**src/rtl/spi_pkg.sv**
```systemverilog
// -----------------------------------------------------------------------------
// spi_pkg
// Shared types and widths for the SPI responder (spi_slave) and its helpers.
//   SPI_DATA_W        : bits per SPI frame byte
//   SPI_BIT_CNT_W     : width of the in-byte bit counter
//   spi_slave_state_t : responder state (IDLE = deselected, SHIFT = frame active)
// -----------------------------------------------------------------------------
package spi_pkg;

   localparam int SPI_DATA_W    = 8;
   localparam int SPI_BIT_CNT_W = 3;

   typedef enum logic {
      IDLE  = 1'b0,
      SHIFT = 1'b1
   } spi_slave_state_t;

endpackage

```
**src/rtl/spi_sync_edge.sv**
```systemverilog
// -----------------------------------------------------------------------------
// spi_sync_edge
// Multi-flop synchronizer for one asynchronous SPI pin, with edge detection
// against a one-cycle-delayed copy of the last synchronizer stage.
//   clk      : system clock
//   rst_n    : asynchronous active-low reset
//   async_in : raw pin from the SPI master
//   level    : synchronized level (last stage)
//   rise     : one-cycle pulse, synchronized 0 -> 1
//   fall     : one-cycle pulse, synchronized 1 -> 0 (only after a real high
//              has been observed since reset)
// Parameters:
//   STAGES    : synchronizer depth (2..3)
//   RESET_VAL : idle level the chain takes during reset
// -----------------------------------------------------------------------------
module spi_sync_edge #(
   parameter int   STAGES    = 2,
   parameter logic RESET_VAL = 1'b0
) (
   input  logic clk,
   input  logic rst_n,
   input  logic async_in,
   output logic level,
   output logic rise,
   output logic fall
);

   logic [STAGES-1:0] syncChain_q;
   logic [STAGES-1:0] fill_q;
   logic              prev_q;
   logic              armed_q;

   // Synchronizer chain plus delayed copy for edge detection. fill_q marks
   // when the last stage holds a genuine pin sample rather than the reset
   // value; a falling edge is only trusted once a real high has been seen,
   // so a pin that is held low across reset never produces a falling edge.
   always_ff @(posedge clk or negedge rst_n) begin
      if (!rst_n) begin
         syncChain_q <= {STAGES{RESET_VAL}};
         fill_q      <= '0;
         prev_q      <= RESET_VAL;
         armed_q     <= 1'b0;
      end else begin
         syncChain_q <= {syncChain_q[STAGES-2:0], async_in};
         fill_q      <= {fill_q[STAGES-2:0], 1'b1};
         prev_q      <= syncChain_q[STAGES-1];
         if (fill_q[STAGES-1] && syncChain_q[STAGES-1]) begin
            armed_q <= 1'b1;
         end
      end
   end

   assign level = syncChain_q[STAGES-1];
   assign rise  = syncChain_q[STAGES-1] & ~prev_q;
   assign fall  = ~syncChain_q[STAGES-1] & prev_q & armed_q;

endmodule

```
**src/rtl/spi_slave.sv**
```systemverilog
// -----------------------------------------------------------------------------
// spi_slave
// SPI responder, mode 0 (CPOL=0, CPHA=0), MSB first, 8-bit frames, with
// multi-byte bursts while cs_n stays low. sclk/cs_n/mosi are oversampled on
// clk; sclk is never used as a clock.
// Ports:
//   clk, rst_n          : system clock, asynchronous active-low reset
//   sclk, cs_n, mosi    : SPI pins from the master
//   miso                : SPI data to the master
//   tx_data/tx_valid    : byte offered for a coming frame byte
//   tx_ready            : one-entry holding register is empty
//   rx_data/rx_valid    : last received byte / one-cycle update pulse
//   busy                : synchronized cs_n low
//   frame_err           : one-cycle pulse, cs_n rose mid-byte
// Parameters:
//   SYNC_STAGES : synchronizer depth (2..3)
//   DEFAULT_TX  : byte sent when nothing is queued at a byte boundary
// Build option:
//   SPI_SLAVE_MISO_OE_EN : adds miso_oe (= busy) for a pad tristate; miso then
//                          keeps its last value when deselected. Without it,
//                          miso is forced low whenever busy is low.
// -----------------------------------------------------------------------------
module spi_slave
   import spi_pkg::*;
#(
   parameter int                    SYNC_STAGES = 2,
   parameter logic [SPI_DATA_W-1:0] DEFAULT_TX  = 8'h00
) (
   input  logic                  clk,
   input  logic                  rst_n,
   input  logic                  sclk,
   input  logic                  cs_n,
   input  logic                  mosi,
   output logic                  miso,
   input  logic [SPI_DATA_W-1:0] tx_data,
   input  logic                  tx_valid,
   output logic                  tx_ready,
   output logic [SPI_DATA_W-1:0] rx_data,
   output logic                  rx_valid,
   output logic                  busy,
   output logic                  frame_err
`ifdef SPI_SLAVE_MISO_OE_EN
   ,
   output logic                  miso_oe
`endif
);

   logic sclkRise, sclkFall, csRise, csFall;
   logic sclkLevelUnused, csLevelUnused;
   logic mosiLevel;

   logic [SYNC_STAGES-1:0]   mosiSync_q;

   spi_slave_state_t         state_q;
   logic [SPI_BIT_CNT_W-1:0] bitCnt_q;
   logic [SPI_DATA_W-1:0]    txShift_q;
   logic [SPI_DATA_W-2:0]    rxShift_q;
   logic [SPI_DATA_W-1:0]    hold_q;
   logic                     holdFull_q;
   logic                     miso_q;
   logic [SPI_DATA_W-1:0]    rxData_q;
   logic                     rxValid_q;
   logic                     busy_q;
   logic                     frameErr_q;

   logic [SPI_DATA_W-1:0]    reloadByte_d;
   logic                     byteDone;
   logic                     reloadNow;
   logic                     txAccept;

   spi_sync_edge #(
      .STAGES    (SYNC_STAGES),
      .RESET_VAL (1'b0)
   ) u_sclkSync (
      .clk      (clk),
      .rst_n    (rst_n),
      .async_in (sclk),
      .level    (sclkLevelUnused),
      .rise     (sclkRise),
      .fall     (sclkFall)
   );

   spi_sync_edge #(
      .STAGES    (SYNC_STAGES),
      .RESET_VAL (1'b1)
   ) u_csSync (
      .clk      (clk),
      .rst_n    (rst_n),
      .async_in (cs_n),
      .level    (csLevelUnused),
      .rise     (csRise),
      .fall     (csFall)
   );

   // mosi only needs its level; its chain depth matches sclk so the data bit
   // and the rising edge that samples it arrive together.
   always_ff @(posedge clk or negedge rst_n) begin
      if (!rst_n) begin
         mosiSync_q <= '0;
      end else begin
         mosiSync_q <= {mosiSync_q[SYNC_STAGES-2:0], mosi};
      end
   end

   assign mosiLevel = mosiSync_q[SYNC_STAGES-1];

   // Byte-boundary bookkeeping. A reload happens at frame start and after the
   // eighth rising sclk edge of every byte; cs_rise suppresses the sclk path.
   always_comb begin
      reloadByte_d = holdFull_q ? hold_q : DEFAULT_TX;
      byteDone     = (state_q == SHIFT) && !csRise && sclkRise && (bitCnt_q == '1);
      reloadNow    = ((state_q == IDLE) && csFall) || byteDone;
      txAccept     = tx_valid && !holdFull_q;
   end

   // One-entry holding register. An accept can only happen while empty, so an
   // accept coinciding with a reload means the reload took DEFAULT_TX and the
   // new byte waits for the next boundary.
   always_ff @(posedge clk or negedge rst_n) begin
      if (!rst_n) begin
         hold_q     <= '0;
         holdFull_q <= 1'b0;
      end else if (txAccept) begin
         hold_q     <= tx_data;
         holdFull_q <= 1'b1;
      end else if (reloadNow) begin
         holdFull_q <= 1'b0;
      end
   end

   // Frame state machine. Rising sclk samples mosi; falling sclk advances
   // miso, except at a byte boundary where miso presents the MSB of the byte
   // reloaded on the preceding rising edge.
   always_ff @(posedge clk or negedge rst_n) begin
      if (!rst_n) begin
         state_q    <= IDLE;
         bitCnt_q   <= '0;
         txShift_q  <= '0;
         rxShift_q  <= '0;
         miso_q     <= 1'b0;
         rxData_q   <= '0;
         rxValid_q  <= 1'b0;
         busy_q     <= 1'b0;
         frameErr_q <= 1'b0;
      end else begin
         rxValid_q  <= 1'b0;
         frameErr_q <= 1'b0;
         case (state_q)
            IDLE: begin
               if (csFall) begin
                  state_q   <= SHIFT;
                  txShift_q <= reloadByte_d;
                  miso_q    <= reloadByte_d[SPI_DATA_W-1];
                  bitCnt_q  <= '0;
                  busy_q    <= 1'b1;
               end
            end
            SHIFT: begin
               if (csRise) begin
                  state_q    <= IDLE;
                  busy_q     <= 1'b0;
                  frameErr_q <= (bitCnt_q != '0);
`ifndef SPI_SLAVE_MISO_OE_EN
                  miso_q     <= 1'b0;
`endif
               end else begin
                  if (sclkRise) begin
                     rxShift_q <= {rxShift_q[SPI_DATA_W-3:0], mosiLevel};
                     bitCnt_q  <= bitCnt_q + 1'b1;
                     if (bitCnt_q == '1) begin
                        rxData_q  <= {rxShift_q, mosiLevel};
                        rxValid_q <= 1'b1;
                        txShift_q <= reloadByte_d;
                     end
                  end
                  if (sclkFall) begin
                     if (bitCnt_q != '0) begin
                        txShift_q <= {txShift_q[SPI_DATA_W-2:0], 1'b0};
                        miso_q    <= txShift_q[SPI_DATA_W-2];
                     end else begin
                        miso_q    <= txShift_q[SPI_DATA_W-1];
                     end
                  end
               end
            end
            default: begin
               state_q <= IDLE;
            end
         endcase
      end
   end

   assign tx_ready  = !holdFull_q;
   assign rx_data   = rxData_q;
   assign rx_valid  = rxValid_q;
   assign busy      = busy_q;
   assign frame_err = frameErr_q;

`ifdef SPI_SLAVE_MISO_OE_EN
   assign miso    = miso_q;
   assign miso_oe = busy_q;
`else
   assign miso    = miso_q & busy_q;
`endif

endmodule

```
**config.mk**
```make
export PLATFORM = sky130hd
export DESIGN_NAME = spi_slave
export DESIGN_NICKNAME = d
export VERILOG_FILES = /design/src/rtl/spi_pkg.sv /design/src/rtl/spi_sync_edge.sv /design/src/rtl/spi_slave.sv
export SDC_FILE = /design/constraint.sdc
export NUM_CORES = 1
export LEC_CHECK = 0
export ABC_AREA = 1
export ABC_CLOCK_PERIOD_IN_PS = 1900
export CAP_MARGIN = 25
export CORE_MARGIN = 2
export CORE_UTILIZATION = 50
export CTS_BUF_LIST = sky130_fd_sc_hd__clkbuf_4 sky130_fd_sc_hd__clkbuf_8 sky130_fd_sc_hd__clkbuf_16
export DETAILED_ROUTE_END_ITERATION = 10
export MAX_ROUTING_LAYER = met4
export PLACE_DENSITY = 0.81
export SLEW_MARGIN = 20
export SYNTH_ARGS = -nofsm -noshare
export SYNTH_HDL_FRONTEND = slang
export SYNTH_HIERARCHICAL = 1
export SYNTH_SLANG_ARGS = --single-unit
```
**constraint.sdc**
```tcl
create_clock -name clk -period 1.9 [get_ports clk]
set_clock_uncertainty 0.1 [all_clocks]
set_input_delay 0.475 -clock clk [delete_from_list [all_inputs] [get_ports clk]]
set_output_delay 0.475 -clock clk [all_outputs]
set_load 0.1 [all_outputs]
```
Word-level counts from Yosys, hierarchy flattened
Index checks and enable logic that the tools add are counted.

storage, ports and cells
  output and inout bits = 13
  flip-flop bits (word level) = 54
  memories kept = 0
  bits of input ports = 14
  word-level logic and storage cells = 89
  bits in read-only memories = 0
  latch bits = 0
  RAM bits = 0

operators by class
  div/mod/pow operators = 0
  $lt $le $gt $ge = 0
  bitwise gates (word level) = 13
  reduce and logical (&&, ||, !) cells = 18
  multiply operators = 0
  eq/ne operators = 6
  multiplexer cells = 31
  add/subtract/negate cells = 1
  shifts and indexed selects = 0

operator list
  kind                 number
  $mux 8               7
  $mux 1               16
  $pmux 8 s2           1
  $mux 3               3
  $ne 2x2->1 const B   4
  $and 1x1->1          7
  $logic_and 1x1->1    7
  $not 1->1            6
  $pmux 1 s2           3
  $pmux 3 s2           1
  $reduce_and 2->1     3
  $reduce_and 3->1     2
  $reduce_and 4->1     1
  $add 3x1->3 const B  1
  $eq 3x3->1 const B   1
  $ne 3x3->1 const B   1
  $reduce_bool 3->1    1
  $logic_not 1->1      2
  $reduce_bool 2->1    1
  $logic_or 1x1->1     1

Depth between registers and ports, before layout
  word-level depth = 9
  gate-level depth with buffers = 10
  depth with buffers taken out = 10

Hierarchy
The synthesis kept the hierarchy.

modules (own cells, without submodules)
  module                       area each (µm²)  times used  sequential area each (µm²)  cells each
  spi_slave                    2,092.0          1           1,051.0                     239
  spi_sync_edge at u_csSync    183.9            1           153.9                       14
  spi_sync_edge at u_sclkSync  180.2            1           150.1                       14

Worst setup path before layout
OpenSTA, ideal clock, no wires.

  kind = reg2out
  start = register busy_q (netlist: busy)
  end = output miso
  path buffers = 0
  path slack = -0.315 ns
  arrival time = 1.640 ns
  data required time = 1.325 ns
  stages on the path, launching flop included = 3
  cells stage by stage = dfrtp_1 -> nand2_1 -> inv_1

on the way
  word-level cells in the longest chain between the ends = 1

RTL lines
  element                 RTL line          text
  from (decl)             spi_slave.sv:63   logic busy_q;
  from (signal assigned)  spi_slave.sv:143  busy_q <= 1'b0;
  from (signal assigned)  spi_slave.sv:155  busy_q <= 1'b1;
  from (signal assigned)  spi_slave.sv:161  busy_q <= 1'b0;
  $and 1x1->1             spi_slave.sv:203  assign miso = miso_q & busy_q;
  to (decl)               spi_slave.sv:34   output logic miso,

Every way passes these cells.

Final worst setup path
  start = register holdFull_q
  end = output tx_ready

on the way
  word-level cells in the longest chain between the ends = 1

RTL lines
  element                 RTL line          text
  from (decl)             spi_slave.sv:59   logic holdFull_q;
  from (signal assigned)  spi_slave.sv:122  holdFull_q <= 1'b0;
  from (signal assigned)  spi_slave.sv:125  holdFull_q <= 1'b1;
  from (signal assigned)  spi_slave.sv:127  holdFull_q <= 1'b0;
  $logic_not 1->1         spi_slave.sv:193  assign tx_ready = !holdFull_q;
  to (decl)               spi_slave.sv:37   output logic tx_ready,

Every way passes these cells.

==> out/summary.txt <==
run status: complete, no violations
Num CTS Buffers: 5
chip width: 74.1 µm
Met2 Wirelength: 2130 µm
via/cell ratio: 4.83
core area: 4720 µm²
Final GP Congestion: 0.890
CP bufs+invs: 2
worst path cell trace: inv_1 -> buf_12
Overall Global Routing Usage: 19.4%
M1 WL: 2130 µm
synthesized flop and latch total: 54
Sink Count: 54
Post-route DRC: 0
Peak VDD IR: 0.580 mV
hold endpoint: u_sclkSync/fill_q[1]$_DFF_PN0_
Max stage delay on crit path: 0.50 ns
CP max FO: 11
Post-DRT Antenna Nets: 0
FF-to-FF Start: bitCnt_q[0]$_DFFE_PN0P_
synthesized area per cell: 9.20 µm²
DR iter-0 viols: 126
minimum clock period: 1.81 ns
Vias: 1779
hold_sp: u_sclkSync/fill_q[0]$_DFF_PN0_
final max-slew violation count: 0
n_diodes: 0
Post-synth ARST share: 100%
count leader, synth: nand2_1
Clk Tree Root Cell: clkbuf_8
total grt overflow: 0
Crit path max-delay family: flip-flops
final hold violation count: 0
Skew-Pair Late Insertion Delay: 0.31 ns
slowest CP cell: dfrtp_2
IO Pins: 27
most common flop cell mapped by yosys: dfrtp_1
Mapped Cells: 267
met3 wire len: 200 µm
worst setup margin: 0.0864 ns
Mapped Nets: 284
PwrDens: 1230 nW/µm²
# setup viols final: 0
Synthesis Warnings: 6
worst flop-to-flop path endpoint: txShift_q[0]$_DFFE_PN0P_
global-route wire length before repair: 7870 µm
reg2reg path depth: 8
CP required: 1.32 ns
Area Growth Syn to Fin: 23.9%
clk buf depth: 2
arrival time at the worst endpoint: 1.24 ns
startpoint types: register
Post-Syn Area: 2460 µm²
IO Port Bufs: 26
top routing layer in use: met4
Netlist cell types: 23
H-Tree Depth: 2
crit path kind: register to output pin
Synth area leaders: dfrtp_1 52%, nand2_1 12%, inv_1 5.5%
commonest cells in the netlist: 76 x nand2_1, 51 x dfrtp_1, 36 x inv_1, 19 x nand3_1, 13 x o21ai_2
largest net degree at the start of global routing: 41
fmax: 0.551 GHz
CTS tree: done
Initial Utilization: 52.0%
Total Wirelength: 4530 µm
kind of end point of the critical path: output pin
unrepaired setup endpoints after global routing: false
setup TNS: 0 ns
Wirelength per Cell: 12.3 µm
top-area cell type share of the netlist area: 52.0%
dpl hpwl: 3150 µm
MaxCap Viol Count: 0
nets: 317
first drt pass iteration count: 4
Hold Crit Class: register to register
Worst Setup SP: holdFull_q$_DFFE_PN0P_
area leader, netlist: dfrtp_1
Lkg Pwr: 1.55 nW
row cnt: 25
WHS Path Cells: 0
vias in the first global route: 1734
Placed Cells: 359
die height: 74.1 µm
Finished Layout Cells: 368
Seq/Total Area, Yosys: 55.2%
share of cells above drive strength 1: 24.9%
R2R Setup Slk: 0.22 ns
crit share post-route: 95.5%
Die ar.: 5490 µm²
number of synthesized flops with an enable pin: 0
antenna violations before repair: 0
clk slew on worst S/H paths: 0.10 ns
critical path depth: 2
Post-Place Worst Slack: 0.200 ns
==> worst max-delay path by stage <==
stage,slack (ns),endpoint
after floorplan,0.09,hold_q[1]$_DFFE_PN0P_
after global placement,0.25,hold_q[2]$_DFFE_PN0P_
after detailed placement,0.20,hold_q[6]$_DFFE_PN0P_
after CTS,0.04,tx_ready
after global routing,0.02,rxShift_q[4]$_DFFE_PN0P_
final,0.09,tx_ready
==> flip-flops by register name (all words and copies together), names as in the netlist, 3 cells and up <==
| name | count |
|---|---|
| rxShift_q | 7 |
| hold_q | 8 |
| bitCnt_q | 3 |
| txShift_q | 8 |
| rx_data | 8 |
==> per-layer routing <==
| layer | vias up | global-route usage (%) |
|---|---|---|
| met5 | - | - |
| met4 | 0 | 6.67 |
| li1 | 887 | - |
| met2 | 41 | 29.7 |
| met1 | 844 | 25.8 |
| met3 | 7 | 4.34 |
==> final cells by class <==
| type | count | area, µm² |
|---|---|---|
| tap | 67 | 83.8 |
| fill | 379 | 1680 |
| timing repair buffer | 31 | 438 |
| inverter | 44 | 174 |
| clock buffer | 5 | 68.8 |
| clock inverter | 3 | 43.8 |
| sequential | 54 | 1360 |
| multi-input combinational | 164 | 877 |
==> power breakdown <==
group | internal (mW) | switching (mW) | total, mW
sequential | 1.44 | 0.227 | 1.66
clock | 0.395 | 0.381 | 0.776
combinational | 0.510 | 0.791 | 1.30
total | 2.34 | 1.40 | 3.74
==> cells in the final DEF, fill, tap and decap left out <==
cell type        instances
a21oi_1                  5
nor2_1                  12
dfstp_2                  3
inv_2                    6
nand2_1                 76
dfrtp_2                  2
clkinv_2                 1
inv_1                   35
a21oi_2                  5
o21ai_1                  6
o21ai_0                  4
clkinvlp_4               1
conb_1                   2
nand3_1                 19
bufinv_16                1
clkdlybuf4s50_1         12
mux2_2                   7
dlygate4sd3_1            1
ha_1                     3
o22ai_1                  1
buf_4                    3
nand2_4                  4
buf_12                  14
inv_6                    1
clkbuf_8                 5
nand4_1                  1
o21ai_2                 13
inv_4                    2
buf_2                    1
dfrtp_1                 49
nand2_2                  6
==> what timing repair did <==
item / CTS / global route
resized for setup: 0 / 1
hold buffers: 1 / 0
hold endpoints to repair: 11 / 0
endpoints found under the setup margin: 0 / 1
buffers inserted: 0 / 0
==> cells by family after synthesis <==
family	share of synthesized area, %
AND/OR/NAND/NOR	20.9
adder cells (fa/ha/maj)	1.53
multiplexers	3.21
AO/OA/AOI/OAI	9.73
flip-flops	55.2
buffers and inverters	9.12
other	0.306
==> metrics by stage <==
step	instance area [µm²]	power, mW	hold WS (ns)	utilization, %
floorplan	2460	2.61	0.0794	-
global placement	2920	2.91	0.232	61.8
detailed placement	2920	2.97	0.235	61.8
CTS	3040	3.75	0.249	64.4
global route	3040	3.97	0.255	64.4
finish	3040	3.74	0.242	64.4
==> worst reg2reg max path, cell delays in order (launching register included) <==
cell and delay (ns):
dfrtp_1 0.40, ha_1 0.20, ha_1 0.20, nand2_2 0.20
inv_4 0.09, nand2_4 0.18, nand3_1 0.10, nand2_1 0.08
inv_1 0.04
(Power assumes the default switching activity.)
